**src/rtl/change_dispenser.sv**
```systemverilog
// change_dispenser: breaks a requested return amount into coins of three
// denominations (largest first) and offers them one at a time over a
// valid/ready handshake to the coin mechanism.
// Anything below the smallest coin value is reported as residue when done.
// Optional build macro: CHANGE_DISPENSER_COUNT_EN adds per-denomination
// coin counters cnt0/cnt1/cnt2 for the current transaction.
// Note: reset_n is active-high despite its name (asserted when 1).

module change_dispenser #(
  parameter int TOTAL_BITS = 31,
  parameter int COIN0_VAL  = 100,
  parameter int COIN1_VAL  = 500,
  parameter int COIN2_VAL  = 1000
) (
  input  logic                  clk,
  input  logic                  reset_n,
  input  logic                  return_req,
  input  logic [TOTAL_BITS-1:0] return_amount,
  output logic                  coin_valid,
  output logic [1:0]            coin_type,
  input  logic                  coin_ready,
  output logic                  busy,
  output logic                  done,
  output logic [TOTAL_BITS-1:0] residue
`ifdef CHANGE_DISPENSER_COUNT_EN
  ,
  output logic [7:0]            cnt0,
  output logic [7:0]            cnt1,
  output logic [7:0]            cnt2
`endif
);

  localparam logic [TOTAL_BITS-1:0] C0 = TOTAL_BITS'(COIN0_VAL);
  localparam logic [TOTAL_BITS-1:0] C1 = TOTAL_BITS'(COIN1_VAL);
  localparam logic [TOTAL_BITS-1:0] C2 = TOTAL_BITS'(COIN2_VAL);

  typedef enum logic [1:0] {
    IDLE   = 2'd0,
    SELECT = 2'd1,
    EMIT   = 2'd2,
    FIN    = 2'd3
  } State;

  State                  r_state;
  logic [TOTAL_BITS-1:0] r_rem;

  logic [TOTAL_BITS-1:0] w_coinVal;
  logic [TOTAL_BITS-1:0] w_remAfter;
  logic [1:0]            w_selType;
  logic                  w_accept;
  logic                  w_handshake;

  assign w_accept    = (r_state == IDLE) && return_req;
  assign w_handshake = (r_state == EMIT) && coin_ready;
  // A coin is only selected when its value fits in r_rem, so this never wraps.
  assign w_remAfter  = r_rem - w_coinVal;

  // Value of the coin currently being offered, used to shrink r_rem on handshake.
  always_comb begin
    w_coinVal = C0;
    case (coin_type)
      2'd2:    w_coinVal = C2;
      2'd1:    w_coinVal = C1;
      default: w_coinVal = C0;
    endcase
  end

  // Greedy pick: the largest denomination that still fits in the remainder.
  always_comb begin
    w_selType = 2'd0;
    if (r_rem >= C2) begin
      w_selType = 2'd2;
    end else if (r_rem >= C1) begin
      w_selType = 2'd1;
    end
  end

  // Dispense FSM; every output is registered and driven from this block only.
  always_ff @(posedge clk or posedge reset_n) begin
    if (reset_n) begin
      r_state    <= IDLE;
      r_rem      <= '0;
      coin_valid <= 1'b0;
      coin_type  <= 2'd0;
      busy       <= 1'b0;
      done       <= 1'b0;
      residue    <= '0;
    end else begin
      case (r_state)
        IDLE: begin
          done    <= 1'b0;
          residue <= '0;
          if (return_req) begin
            r_rem <= return_amount;
            busy  <= 1'b1;
            if (return_amount < C0) begin
              r_state <= FIN;
              done    <= 1'b1;
              residue <= return_amount;
            end else begin
              r_state <= SELECT;
            end
          end
        end
        SELECT: begin
          coin_type  <= w_selType;
          coin_valid <= 1'b1;
          r_state    <= EMIT;
        end
        EMIT: begin
          if (coin_ready) begin
            coin_valid <= 1'b0;
            r_rem      <= w_remAfter;
            if (w_remAfter < C0) begin
              r_state <= FIN;
              done    <= 1'b1;
              residue <= w_remAfter;
            end else begin
              r_state <= SELECT;
            end
          end
        end
        FIN: begin
          done    <= 1'b0;
          residue <= '0;
          busy    <= 1'b0;
          r_state <= IDLE;
        end
        default: begin
          coin_valid <= 1'b0;
          done       <= 1'b0;
          residue    <= '0;
          busy       <= 1'b0;
          r_state    <= IDLE;
        end
      endcase
    end
  end

`ifdef CHANGE_DISPENSER_COUNT_EN
  // Per-denomination coin counts for the current transaction, saturating at 255.
  always_ff @(posedge clk or posedge reset_n) begin
    if (reset_n) begin
      cnt0 <= 8'd0;
      cnt1 <= 8'd0;
      cnt2 <= 8'd0;
    end else if (w_accept) begin
      cnt0 <= 8'd0;
      cnt1 <= 8'd0;
      cnt2 <= 8'd0;
    end else if (w_handshake) begin
      case (coin_type)
        2'd2:    if (cnt2 != 8'hFF) cnt2 <= cnt2 + 8'd1;
        2'd1:    if (cnt1 != 8'hFF) cnt1 <= cnt1 + 8'd1;
        default: if (cnt0 != 8'hFF) cnt0 <= cnt0 + 8'd1;
      endcase
    end
  end
`endif

endmodule

```
**config.mk**
```make
export PLATFORM = sky130hd
export DESIGN_NAME = change_dispenser
export DESIGN_NICKNAME = d
export VERILOG_FILES = /design/src/rtl/change_dispenser.sv
export SDC_FILE = /design/constraint.sdc
export NUM_CORES = 1
export LEC_CHECK = 0
export ABC_AREA = 1
export BUFFER_PORTS_ARGS = -buffer_cell sky130_fd_sc_hd__buf_2
export CAP_MARGIN = 5
export CORE_MARGIN = 2
export CORE_UTILIZATION = 56
export CTS_CLUSTER_DIAMETER = 80
export DETAILED_ROUTE_END_ITERATION = 12
export GPL_TIMING_DRIVEN = 1
export MAX_ROUTING_LAYER = met4
export PLACE_DENSITY = 0.89
export SKIP_CTS_REPAIR_TIMING = 1
export SYNTH_ARGS = -nofsm -noshare
export SYNTH_HDL_FRONTEND = slang
export SYNTH_SLANG_ARGS = --single-unit
export TNS_END_PERCENT = 1
```
**constraint.sdc**
```tcl
create_clock -name clk -period 3.24 [get_ports clk]
set_input_delay 0 -clock clk [delete_from_list [all_inputs] [get_ports clk]]
set_output_delay 0 -clock clk [all_outputs]
set_load 0.02 [all_outputs]
```
# == Word-level counts from Yosys, hierarchy flattened ==
# Cells that the tools add are included.
# word_totals
register_bits,69
mem_bits_ro,0
ramBits,0
output_inout_bits,36
n_memories,0
latchBits,0
word_cells,55
# classes
add_sub_neg,1
n_reduce_logical,10
muxes,25
magnitude_cmp,4
n_shift,0
bitwise,0
n_eq_ne,8
multipliers,0
div,0
# ops
op,n
$mux W31,6
$pmux W31 S3,1
$lt A31 B7 Y1 const B,2
$pmux W31 S2,1
$ge A31 B10 Y1 const B,1
$ge A31 B9 Y1 const B,1
$sub A31 B31 Y31,1
$pmux W10 S2,1
$mux W2,5
$pmux W2 S4,1
$mux W1,7
$eq A2 B2 Y1 const B,3
$reduce_and A2 Y1,3
$reduce_and A3 Y1,2
$reduce_bool A2 Y1,3
$eq A2 B1 Y1 const B,2
$ne A2 B2 Y1 const B,2
$pmux W1 S2,2
$pmux W1 S3,1
$reduce_bool A3 Y1,1
$logic_not A2 Y1,1
$ne A2 B1 Y1 const B,1

# == Longest topological paths before layout ==
# Gate-level depths: netlist of the first run.
# depth
depth_word,7
ltp_mapped,23

# == Least setup slack after synthesis of the first run ==
# No wires, ideal clock.
# synth_path
path_kind,register -> register
startpoint,register coin_type[0]
endpoint,register residue[21]
setup_slack_ns,0.275
path_stages_with_launch,19
arrival_ns,2.828
n_path_buf,1
required_time_ns,3.103
setup_time_ns,0.137
path_cell_list,dfrtp_1 inv_1 ha_1 inv_1 ha_1 fa_1 inv_1 nand2_1 a21boi_0 nand3_1 nand3_1 nand2_1 nor2_1 nand3_1 nor2_1 nand3_1 nand2_2 buf_4 a21boi_0
# synth_between
elab_chain_len,6
elab_cells_between_ends,10
# synth_lines
element,line_no,text
from (decl),20,"output logic [1:0] coin_type,"
from (signal assigned),106,coin_type <= w_selType;
$eq A2 B1 Y1 / $eq A2 B2 Y1 (equally long branches),61,case (coin_type)
$pmux W10 S2 *,61,
$sub A31 B31 Y31 *,56,assign w_remAfter = r_rem - w_coinVal;
$lt A31 B7 Y1 / $mux W31 (equally long branches),114,if (w_remAfter < C0) begin
$ne A2 B1 Y1 (no source line) / $mux W31 (equally long branches),--,
$reduce_and A3 Y1 (no source line) / $pmux W31 S3 (equally long branches),--,
to (signal assigned),99,residue <= return_amount;
to (signal assigned),117,residue <= w_remAfter;
to (decl),24,output logic [TOTAL_BITS-1:0] residue
# Every way passes the cells marked *; elsewhere a longest branch is shown, timed or not. The select of a mux whose other input is x is not followed.
# A chain may end at the register's enable or synchronous reset.

# == Worst setup path in the final report of the first run ==
# layout_path
startpoint,register coin_type[0]
endpoint,register residue[25]
# The elaborated chain is that of the path after synthesis.

==> reports/results.tsv, run 1 <==
stage	metric	value	unit
global_routing	initial antenna violation count	0	
clocking	worst skew pair latency	0.36	ns
worst_setup_path	WP depth	18	
cells_and_area	final core utilization	73.6	%
clocking	Longest Clk Path Bufs	2	
route	wire length per cell	16.1	um
route	Initial DRT Pass Iterations	6	
placement	post-DP HPWL	9170	um
floorplan	I/O pin cnt	71	
cells_and_area	design area	0.00569	mm^2
global_routing	first-pass GRT wire length	20300	um
yosys	Synth area leader	dfrtp_1	
global_routing	gr usage total	31.0	%
route	DRT antenna net count	0	
yosys	syn_nets	701	
worst_setup_path	Worst Path Buf+Inv	4	
worst_setup_path	Worst EP arrival	3.36	ns
worst_setup_path	Top delay family on crit path	simple AND/OR/NAND/NOR gates	
pwr	peak supply drop	0.000530	V
floorplan	standard-cell rows	32	
cells_and_area	Final #Nets	811	
global_routing	largest net degree at the start of global routing	59	
cells_and_area	number of antenna repair diodes	0	
clocking	CTS tree	built	
route	DRC errors left	0	
worst_setup_path	CP Launch Type	register	
clocking	H-tree Lvls	3	
clocking	clk slew on worst S/H paths	0.08	ns
route	vias	4951	
run_status	outcome	finished clean	
floorplan	Core ar.	0.00773	mm^2
yosys	share of Yosys cell area claimed by the top area cell type	38.7	%
min_path	class of the worst hold path	input port to register	
placement	dpl cell area	0.00493	mm^2
sta	Setup Skew	0.00516	ns
sta	Achievable Freq	0.316	GHz
yosys	Distinct cells, synth	36	
sta	# setup viols final	0	
worst_setup_path	CP cell instances	inv_2 -> ha_2 -> inv_2 -> ha_1 -> nand3_2 -> nand2_1 -> nor3_2 -> and2_1 -> nand2_1 -> nand2_1 -> nand3_1 -> inv_1 -> nand2_1 -> nor2_2 -> nand3_2 -> nand2_4 -> clkbuf_16 -> a21boi_0	
worst_setup_path	CP dominant cell by count	nand2_1	
route	Vias/cell	5.65	
worst_setup_path	critical path class	register to register	
floorplan	Initial Util	57.7	%
yosys	Mapped Area	0.00446	mm^2
pwr	Pwr Total	4.58	mW
clocking	CTS sink count	69	
route	routed wire length	14100	um
sta	Slew Limit Fails	0	
route	drt initial violations	472	
yosys	Synth Area per Inst	6.77	um^2
worst_setup_path	critical path required time	3.43	ns
yosys	Synth async-reset ratio	100	%
clocking	CTS Root Cell	clkbuf_8	
worst_setup_path	crit-path max FO	8	
global_routing	number of global-route vias before repair	4278	
pwr	Pwr Density	804	mW/mm^2
global_routing	total congestion overflow	0	
cells_and_area	Layout area overhead	27.6	%
yosys	Ys Warns	0	
worst_setup_path	slowest stage delay, CP	0.40	ns
yosys	ys flop type	dfrtp_1	
yosys	Yosys reg bits	69	
sta	Slew @ Worst Pin	0.905	ns
yosys	post-synthesis sequential area ratio	38.7	%
sta	Hold Vio Cnt, Final	0	
floorplan	die height	93.3	um
worst_setup_path	R2R cell count	18	
sta	Worst slew margin	39.6	%
cells_and_area	fill count	547	
worst_setup_path	crit path max-delay cell type	dfrtp_1	
yosys	Synth Instances	659	
flow_run	max_cap viols	0	
cells_and_area	share of cells above drive strength 1	17.8	%
yosys	ranking of synthesized cells by area	dfrtp_1 39%, nand2_1 18%, nor2_1 7.4%, inv_1 6.3%, nand3_1 6.2%	
clocking	Num CTS Buffers	9	
sta	min Tclk post-route	3.16	ns
sta	setup_tns	0	ns
floorplan	die footprint	0.00870	mm^2
yosys	Post-synth EDFFs	0	
min_path	Cells on Worst Hold Path	3	
sta	fin crit share	97.6	%
worst_setup_path	Worst setup EP type	register	
placement	GPL Wtd Cong	1.06	
floorplan	Die W	93.3	um
placement	Port Buffers	70	
pwr	static leakage	2.96	nW
-- through the flow --
stage / hold WS, ns / instances / setup WS [ns]
after floorplan: 0.158 / 659 / 0.275
after global placement: 0.251 / 821 / 0.0621
after detailed placement: 0.265 / 821 / -0.0439
after CTS: -0.115 / 837 / -0.0829
after global routing: 0.0229 / 876 / -0.0858
final: 0.0122 / 876 / 0.0782
-- metal layers --
layer / routed length (um) / GRT usage [%] / up-vias
met4: 476 / 11.4 / 0
met2: 6750 / 46.6 / 256
met3: 1090 / 6.53 / 42
met1: 5800 / 41.6 / 2304
li1: - / - / 2349
met5: 0 / - / -
-- where the power goes --
part / switching [mW] / leakage (nW) / internal [mW]
sequential: 0.267 / 0.862 / 1.11
combinational: 1.53 / 1.97 / 0.768
clock: 0.386 / 0.121 / 0.517
total: 2.18 / 2.96 / 2.40
-- cell families after synthesis --
| family | after synthesis | synth area share [%] |
|---|---|---|
| buffers and inverters | 95 | 8.39 |
| adders and majority gates | 7 | 2.13 |
| xor gates and xnor gates | 5 | 0.982 |
| and+or+nand+nor | 406 | 38.7 |
| DFF | 69 | 38.7 |
| AOI/OAI and AO/OA | 77 | 11.1 |
-- tightest hold or removal path, stage by stage --
cell     delay (ns)
buf_2          0.12
nand2_1        0.13
nand2_1        0.09
-- cells in the final DEF (no fill, tap or decap), types with 16 or more instances in the layout --
master           n
a31oi_1         29
nand2_1        216
a21boi_0        16
dfrtp_1         69
nor2_1          85
inv_1           72
buf_2           70
o21ai_0         17
dlygate4sd3_1   31
nand3_1         52
-- sequential cells by signal, indices dropped and copies added, names as in the netlist --
register,flops
busy,1
coin_type,2
coin_valid,1
done,1
r_rem,31
r_state,2
residue,31
-- area by class of cell --
| class | count | area [um^2] | area share (%) |
|---|---|---|---|
| Multi-Input combinational cell | 495 | 2450 | 43.0 |
| Sequential cell | 69 | 1730 | 30.3 |
| Timing Repair Buffer | 118 | 856 | 15.0 |
| Inverter | 76 | 285 | 5.01 |
| Tap cell | 102 | 128 | 2.24 |
| Clock buffer | 9 | 124 | 2.18 |
| Clock inverter | 7 | 123 | 2.15 |
-- synth_stat cells, types with 3 or more instances --
master and count:
inv_1 75, a21boi_0 17, buf_1 4, ha_1 6, a31oi_1 29, nand3_1 55, nand4_1 15, nand2_2 5
clkbuf_1 10, or2_2 3, a21boi_1 8, o21ai_0 17, xor2_1 3, nor3_1 4, nor2_2 3, nor2_1 88
nor4_1 5, and2_1 3, dfrtp_1 69, nand2_1 219
-- worst paths after layout --
path                               from           to  slack, ns
max reg2reg                coin_type[0]  residue[25]       0.08
max in group asynchronous       reset_n     r_rem[2]       2.31
min in group asynchronous       reset_n    r_rem[24]       0.13
min                          return_req         busy       0.01
max                        coin_type[0]  residue[25]       0.08
min reg2reg                    r_rem[0]     r_rem[0]       0.50
Note: power is estimated with default switching activity, not from simulation.
==> run 2, diff against run 1 <==
==> constraint.sdc (replaced) <==
create_clock -name clk -period 3.24 [get_ports clk]
set_input_delay 0.162 -clock clk [delete_from_list [all_inputs] [get_ports clk]]
set_output_delay 0.162 -clock clk [all_outputs]
set_load 0.02 [all_outputs]
==> run 2 against run 1 <==
Compared with the run above: critical path type unchanged; count of clock-buffer cells in the layout is the same; clock power grew 1%; critical path depth rose by 2.
==> reports/results.tsv, run 2 (synthesized netlist as in run 1, its figures left out) <==
stage	metric	value	unit	change
worst_setup_path	Worst EP arrival	3.29	ns	-0.07 ns
floorplan	Initial Util	57.7	%	unchanged
pwr	Pwr Density	845	mW/mm^2	+5.1%
route	DRC errors left	0		unchanged
clocking	Num CTS Buffers	9		unchanged
clocking	H-tree Lvls	3		unchanged
pwr	peak supply drop	0.000776	V	+46%
worst_setup_path	critical path required time	3.44	ns	about the same
global_routing	gr usage total	31.6	%	+0.64 points
sta	Worst slew margin	37.9	%	-1.7 points
route	Vias/cell	5.65		about the same
sta	Setup Skew	0.0155	ns	+0.0103 ns
clocking	clk slew on worst S/H paths	0.09	ns	about the same
clocking	worst skew pair latency	0.36	ns	about the same
route	drt initial violations	340		-28%
floorplan	Die W	93.3	um	unchanged
min_path	min-delay src	return_amount[4]		
sta	fin crit share	95.4	%	-2.2 points
cells_and_area	Regs by FF count	r_rem (31), residue (31)		
global_routing	initial antenna violation count	0		unchanged
sta	Slew @ Worst Pin	0.931	ns	+0.0262 ns
worst_setup_path	critical path class	register to register		
sta	Achievable Freq	0.324	GHz	+2.3%
pwr	static leakage	2.81	nW	-5.0%
clocking	Longest Clk Path Bufs	2		unchanged
worst_setup_path	Worst setup EP type	register		
sta	# setup viols final	0		unchanged
sta	Hold Vio Cnt, Final	0		unchanged
run_status	outcome	finished clean		
min_path	class of the worst hold path	input port to register		
global_routing	number of global-route vias before repair	4473		+4.6%
cells_and_area	Final Non-Filler Cells	843		-3.8%
sta	Slew Limit Fails	0		unchanged
global_routing	first-pass GRT wire length	21200	um	+4.6%
floorplan	die height	93.3	um	unchanged
pwr	Pwr Total	4.54	mW	-0.81%
cells_and_area	fill count	618		+13%
global_routing	largest net degree at the start of global routing	60		+1.7%
placement	Port Buffers	70		unchanged
route	Initial DRT Pass Iterations	7		+1
placement	post-DP HPWL	9550	um	+4.2%
cells_and_area	Layout area overhead	20.4	%	
sta	min Tclk post-route	3.09	ns	-0.0712 ns
floorplan	I/O pin cnt	71		unchanged
placement	DP Cell Count	821		unchanged
clocking	CTS Root Cell	clkbuf_8		
cells_and_area	share of cells above drive strength 1	18.9	%	+1.1 points
placement	GPL Wtd Cong	1.04		-1.9%
clocking	CTS tree	built		
cells_and_area	most frequent cells in the layout	212 x nand2_1, 83 x nor2_1, 73 x inv_1, 70 x buf_2, 69 x dfrtp_1		
sta	setup_tns	0	ns	unchanged
floorplan	standard-cell rows	32		unchanged
route	DRT antenna net count	0		unchanged
cells_and_area	number of antenna repair diodes	0		unchanged
route	wire length per cell	15.8	um	-2.2%
floorplan	Core ar.	0.00773	mm^2	unchanged
cells_and_area	most common cell after layout, fill and taps aside	nand2_1		
worst_setup_path	R2R Path Start	coin_type[0]		
route	vias	4766		-3.7%
cells_and_area	Final #Nets	778		-4.1%
global_routing	total congestion overflow	0		unchanged
route	routed wire length	13300	um	-5.8%
sta	Worst Hold Slack	0.0628	ns	+0.0507 ns
worst_setup_path	origin of the worst setup path	coin_type[0]		
worst_setup_path	CP Launch Type	register		
floorplan	die footprint	0.00870	mm^2	unchanged
flow_run	max_cap viols	0		unchanged
worst_setup_path	R2R Setup Slk	0.15	ns	+0.07 ns
clocking	CTS sink count	69		unchanged
worst_setup_path	crit-path max FO	11		+3
[run 2: cell count changes in the layout (fill, tap and decap cells not counted), sizes merged]
| cell | previous run | this run |
|---|---|---|
| buf | 85 | 82 |
| clkinv | 2 | 1 |
| clkinvlp | 1 | 0 |
| dlygate4sd3 | 31 | 1 |
| inv | 77 | 79 |
[run 2: critical path: stages (launching register included)]
cell	delay, ns
dfrtp_1	0.41
inv_2	0.06
ha_2	0.17
inv_1	0.08
ha_2	0.20
fa_2	0.35
inv_1	0.07
nand2_1	0.09
a21boi_1	0.26
nand3_2	0.16
nand3_1	0.10
nand2_1	0.07
nand2_1	0.06
nand2_1	0.06
inv_1	0.05
nand2_1	0.06
nor2_2	0.12
nand3_2	0.11
nand2_4	0.16
clkbuf_16	0.19
a21boi_0	0.08
[run 2: area by class of cell]
class / instances / area, um^2 / share of cell area [%]
Clock inverter: 7 / 128 / 2.38
Timing Repair Buffer: 85 / 517 / 9.62
Clock buffer: 9 / 124 / 2.31
Sequential cell: 69 / 1730 / 32.1
Tap cell: 102 / 128 / 2.38
Multi-Input combinational cell: 495 / 2460 / 45.9
Inverter: 76 / 285 / 5.31
[run 2: per-stage QoR]
step,setup WS (ns),utilization (%),instance area [um^2]
final,0.149,69.5,5370
after global routing,-0.0763,69.5,5370
after CTS,-0.0444,67.1,5180
after detailed placement,-0.0129,63.8,4930
after global placement,0.105,63.8,4930
after floorplan,0.275,-,4460
[run 2: worst paths after layout]
check	end	cells after the start
hold reg to reg	residue[2]	2
hold / removal	r_rem[4]	3
min in group asynchronous	r_rem[17]	3
max in group asynchronous	residue[15]	4
setup / recovery	residue[14]	20
setup reg to reg	residue[14]	20
[run 2: layer usage]
metal	global-route usage, %	share of wire, %
met2	49.0	47
met4	9.44	2.2
met1	42.9	43
met3	5.48	8.1
met5	-	0
[run 2: where the power goes]
group	switching (mW)	leakage (nW)	internal [mW]	total, mW
clock	0.390	0.126	0.524	0.914
combinational	1.52	1.82	0.729	2.25
sequential	0.263	0.862	1.11	1.38
==> run 3, diff against run 2 <==
--- a/config.mk
+++ b/config.mk
@@ -13,6 +13,7 @@
 export CTS_CLUSTER_DIAMETER = 80
 export DETAILED_ROUTE_END_ITERATION = 12
 export GPL_TIMING_DRIVEN = 1
+export HOLD_SLACK_MARGIN = 0.12
 export MAX_ROUTING_LAYER = met4
 export PLACE_DENSITY = 0.89
 export SKIP_CTS_REPAIR_TIMING = 1
==> run 3 against run 2 <==
Compared with the run above: cell count grew 3.1%; worst hold slack better by 0.018 ns; wire length is 7.7% higher; final area increased by 4.7%; total power increased by 1.4%; largest cell class unchanged; highest routed layer unchanged.
==> reports/results.tsv, run 3 (synthesized netlist as in run 1, its figures left out) <==
stage	metric	value	unit	change
run_status	outcome	finished clean		
pwr	static leakage	2.91	nW	+3.7%
route	DRC errors left	0		unchanged
placement	dpl cell area	0.00493	mm^2	unchanged
pwr	Comb pwr share	50.0	%	+0.5 points
cells_and_area	most frequent cells in the layout	212 x nand2_1, 83 x nor2_1, 73 x inv_1, 70 x buf_2, 69 x dfrtp_1		
route	vias	5053		+6.0%
min_path	class of the worst hold path	input port to register		
clocking	clk slew on worst S/H paths	0.09	ns	about the same
pwr	clock power share	19.9	%	-0.2 points
pwr	internal power	2.39	mW	+0.84%
route	Initial DRT Pass Iterations	5		-2
cells_and_area	Layout area overhead	26.1	%	
floorplan	die footprint	0.00870	mm^2	unchanged
global_routing	total congestion overflow	0		unchanged
sta	Slew Limit Fails	0		unchanged
clocking	H-tree Lvls	3		unchanged
clocking	CTS Root Cell	clkbuf_8		
global_routing	largest net degree at the start of global routing	60		unchanged
cells_and_area	Regs by FF count	r_rem (31), residue (31)		
placement	post-DP HPWL	9550	um	unchanged
sta	Achievable Freq	0.318	GHz	-1.8%
global_routing	number of global-route vias before repair	4473		unchanged
flow_run	max_cap viols	0		unchanged
route	wire length per cell	16.5	um	+4.5%
pwr	Pwr Density	818	mW/mm^2	-3.2%
floorplan	Initial Util	57.7	%	unchanged
cells_and_area	Final #Nets	803		+3.2%
worst_setup_path	Worst setup EP type	register		
floorplan	die height	93.3	um	unchanged
sta	Setup Skew	0.0166	ns	+0.00111 ns
route	drt initial violations	417		+23%
pwr	sw frac	48.2	%	+0.29 points
global_routing	initial antenna violation count	0		unchanged
worst_setup_path	critical path class	register to register		
cells_and_area	Final Non-Filler Cells	869		+3.1%
pwr	Sequential Power Share	30.0	%	-0.3 points
floorplan	standard-cell rows	32		unchanged
clocking	worst skew pair latency	0.36	ns	about the same
route	routed wire length	14300	um	+7.7%
cells_and_area	most common cell after layout, fill and taps aside	nand2_1		
pwr	peak supply drop	0.000628	V	-19%
worst_setup_path	CP Launch Type	register		
sta	fin crit share	97.1	%	+1.7 points
pwr	Net Switching	2.22	mW	+2.0%
clocking	CTS tree	built		
sta	# setup viols final	0		unchanged
global_routing	gr usage total	31.6	%	unchanged
clocking	CTS sink count	69		unchanged
sta	min Tclk post-route	3.15	ns	+0.0561 ns
floorplan	I/O pin cnt	71		unchanged
cells_and_area	Reg area	0.00173	mm^2	unchanged
worst_setup_path	Worst EP arrival	3.33	ns	+0.04 ns
placement	GPL Wtd Cong	1.04		unchanged
worst_setup_path	crit-path max FO	11		unchanged
cells_and_area	fill count	578		-6.5%
worst_setup_path	critical path required time	3.42	ns	-0.02 ns
sta	Worst slew margin	37.6	%	-0.26 points
sta	Hold Vio Cnt, Final	0		unchanged
cells_and_area	share of cells above drive strength 1	18.3	%	-0.62 points
placement	DP Cell Count	821		unchanged
route	DRT antenna net count	0		unchanged
clocking	Longest Clk Path Bufs	2		unchanged
floorplan	Core ar.	0.00773	mm^2	unchanged
floorplan	Die W	93.3	um	unchanged
route	Vias/cell	5.81		+2.8%
cells_and_area	design area	0.00562	mm^2	+4.7%
placement	Port Buffers	70		unchanged
global_routing	first-pass GRT wire length	21200	um	unchanged
sta	Slew @ Worst Pin	0.935	ns	+0.00391 ns
clocking	Num CTS Buffers	9		unchanged
cells_and_area	Multi-input gate area	0.00246	mm^2	unchanged
-- run 3: cell types whose count changed in the layout (fill, tap and decap cells not counted), sizes merged --
cell,previous run,this run
diode,0,1
dlygate4sd3,1,26
-- run 3: routing by layer --
metal  global-route usage, %  wire length (um)  share of wire (%)  up-vias
met5                       -                 0                  0        -
met4                    9.44               478                3.3        0
met3                    5.48              1200                8.4       49
met2                    49.0              6740                 47      288
met1                    42.9              5910                 41     2376
li1                        -                 -                  -     2340
-- run 3: area by class of cell --
cell class | count | share of cell area (%)
tap | 102 | 2.27
sequential | 69 | 30.7
clock inverter | 7 | 2.27
timing repair buffer | 110 | 13.6
multi-input combinational | 495 | 43.8
inverter | 76 | 5.07
clock buffer | 9 | 2.20
antenna | 1 | 0.0445
-- run 3: power by group through the flow --
stage          registers [mW]  logic, mW  clock network (mW)
6_report                 1.38       2.30               0.918
5_1_grt                  1.41       2.56               0.959
4_1_cts                  1.36       2.06               0.912
3_5_place_dp             1.38       2.04                   0
3_3_place_gp             1.37       2.00                   0
2_1_floorplan            1.36       1.50                   0
-- run 3: worst max-delay path: stages, from the launching register on --
cell and delay (ns):
dfrtp_1 0.41, inv_2 0.06, ha_2 0.17, inv_1 0.08
ha_2 0.20, fa_2 0.35, inv_1 0.07, nand2_1 0.09
nand2_2 0.11, nand3_4 0.10, nand2_2 0.09, nand2_2 0.08
nand2_1 0.09, xor2_1 0.25, nand3_1 0.12, nor2_1 0.14
nand3_2 0.10, nand2_4 0.17, clkbuf_16 0.19, a21boi_0 0.10
-- run 3: path summary, 6_finish.rpt --
check | start | endpoint | slack [ns] | cells past startpoint
max | coin_type[0] | residue[15] | 0.09 | 19
min | return_amount[25] | r_rem[25] | 0.08 | 3
max reg2reg | coin_type[0] | residue[15] | 0.09 | 19
min reg2reg | busy | busy | 0.49 | 2
max in group asynchronous | reset_n | r_state[0] | 1.93 | 4
min in group asynchronous | reset_n | r_rem[17] | 0.32 | 3
-- run 3: stage by stage --
stage	TNS (ns)	utilization, %	total power [mW]	hold WS, ns	setup slack [ns]
2_1_floorplan	0	-	2.86	0.320	0.275
3_3_place_gp	0	63.8	3.36	0.144	0.105
3_5_place_dp	-0.0277	63.8	3.42	0.148	-0.0129
4_1_cts	-0.627	67.1	4.34	-0.231	-0.0444
5_1_grt	-1.69	72.7	4.93	0.122	-0.0924
6_report	0	72.8	4.60	0.0813	0.0933
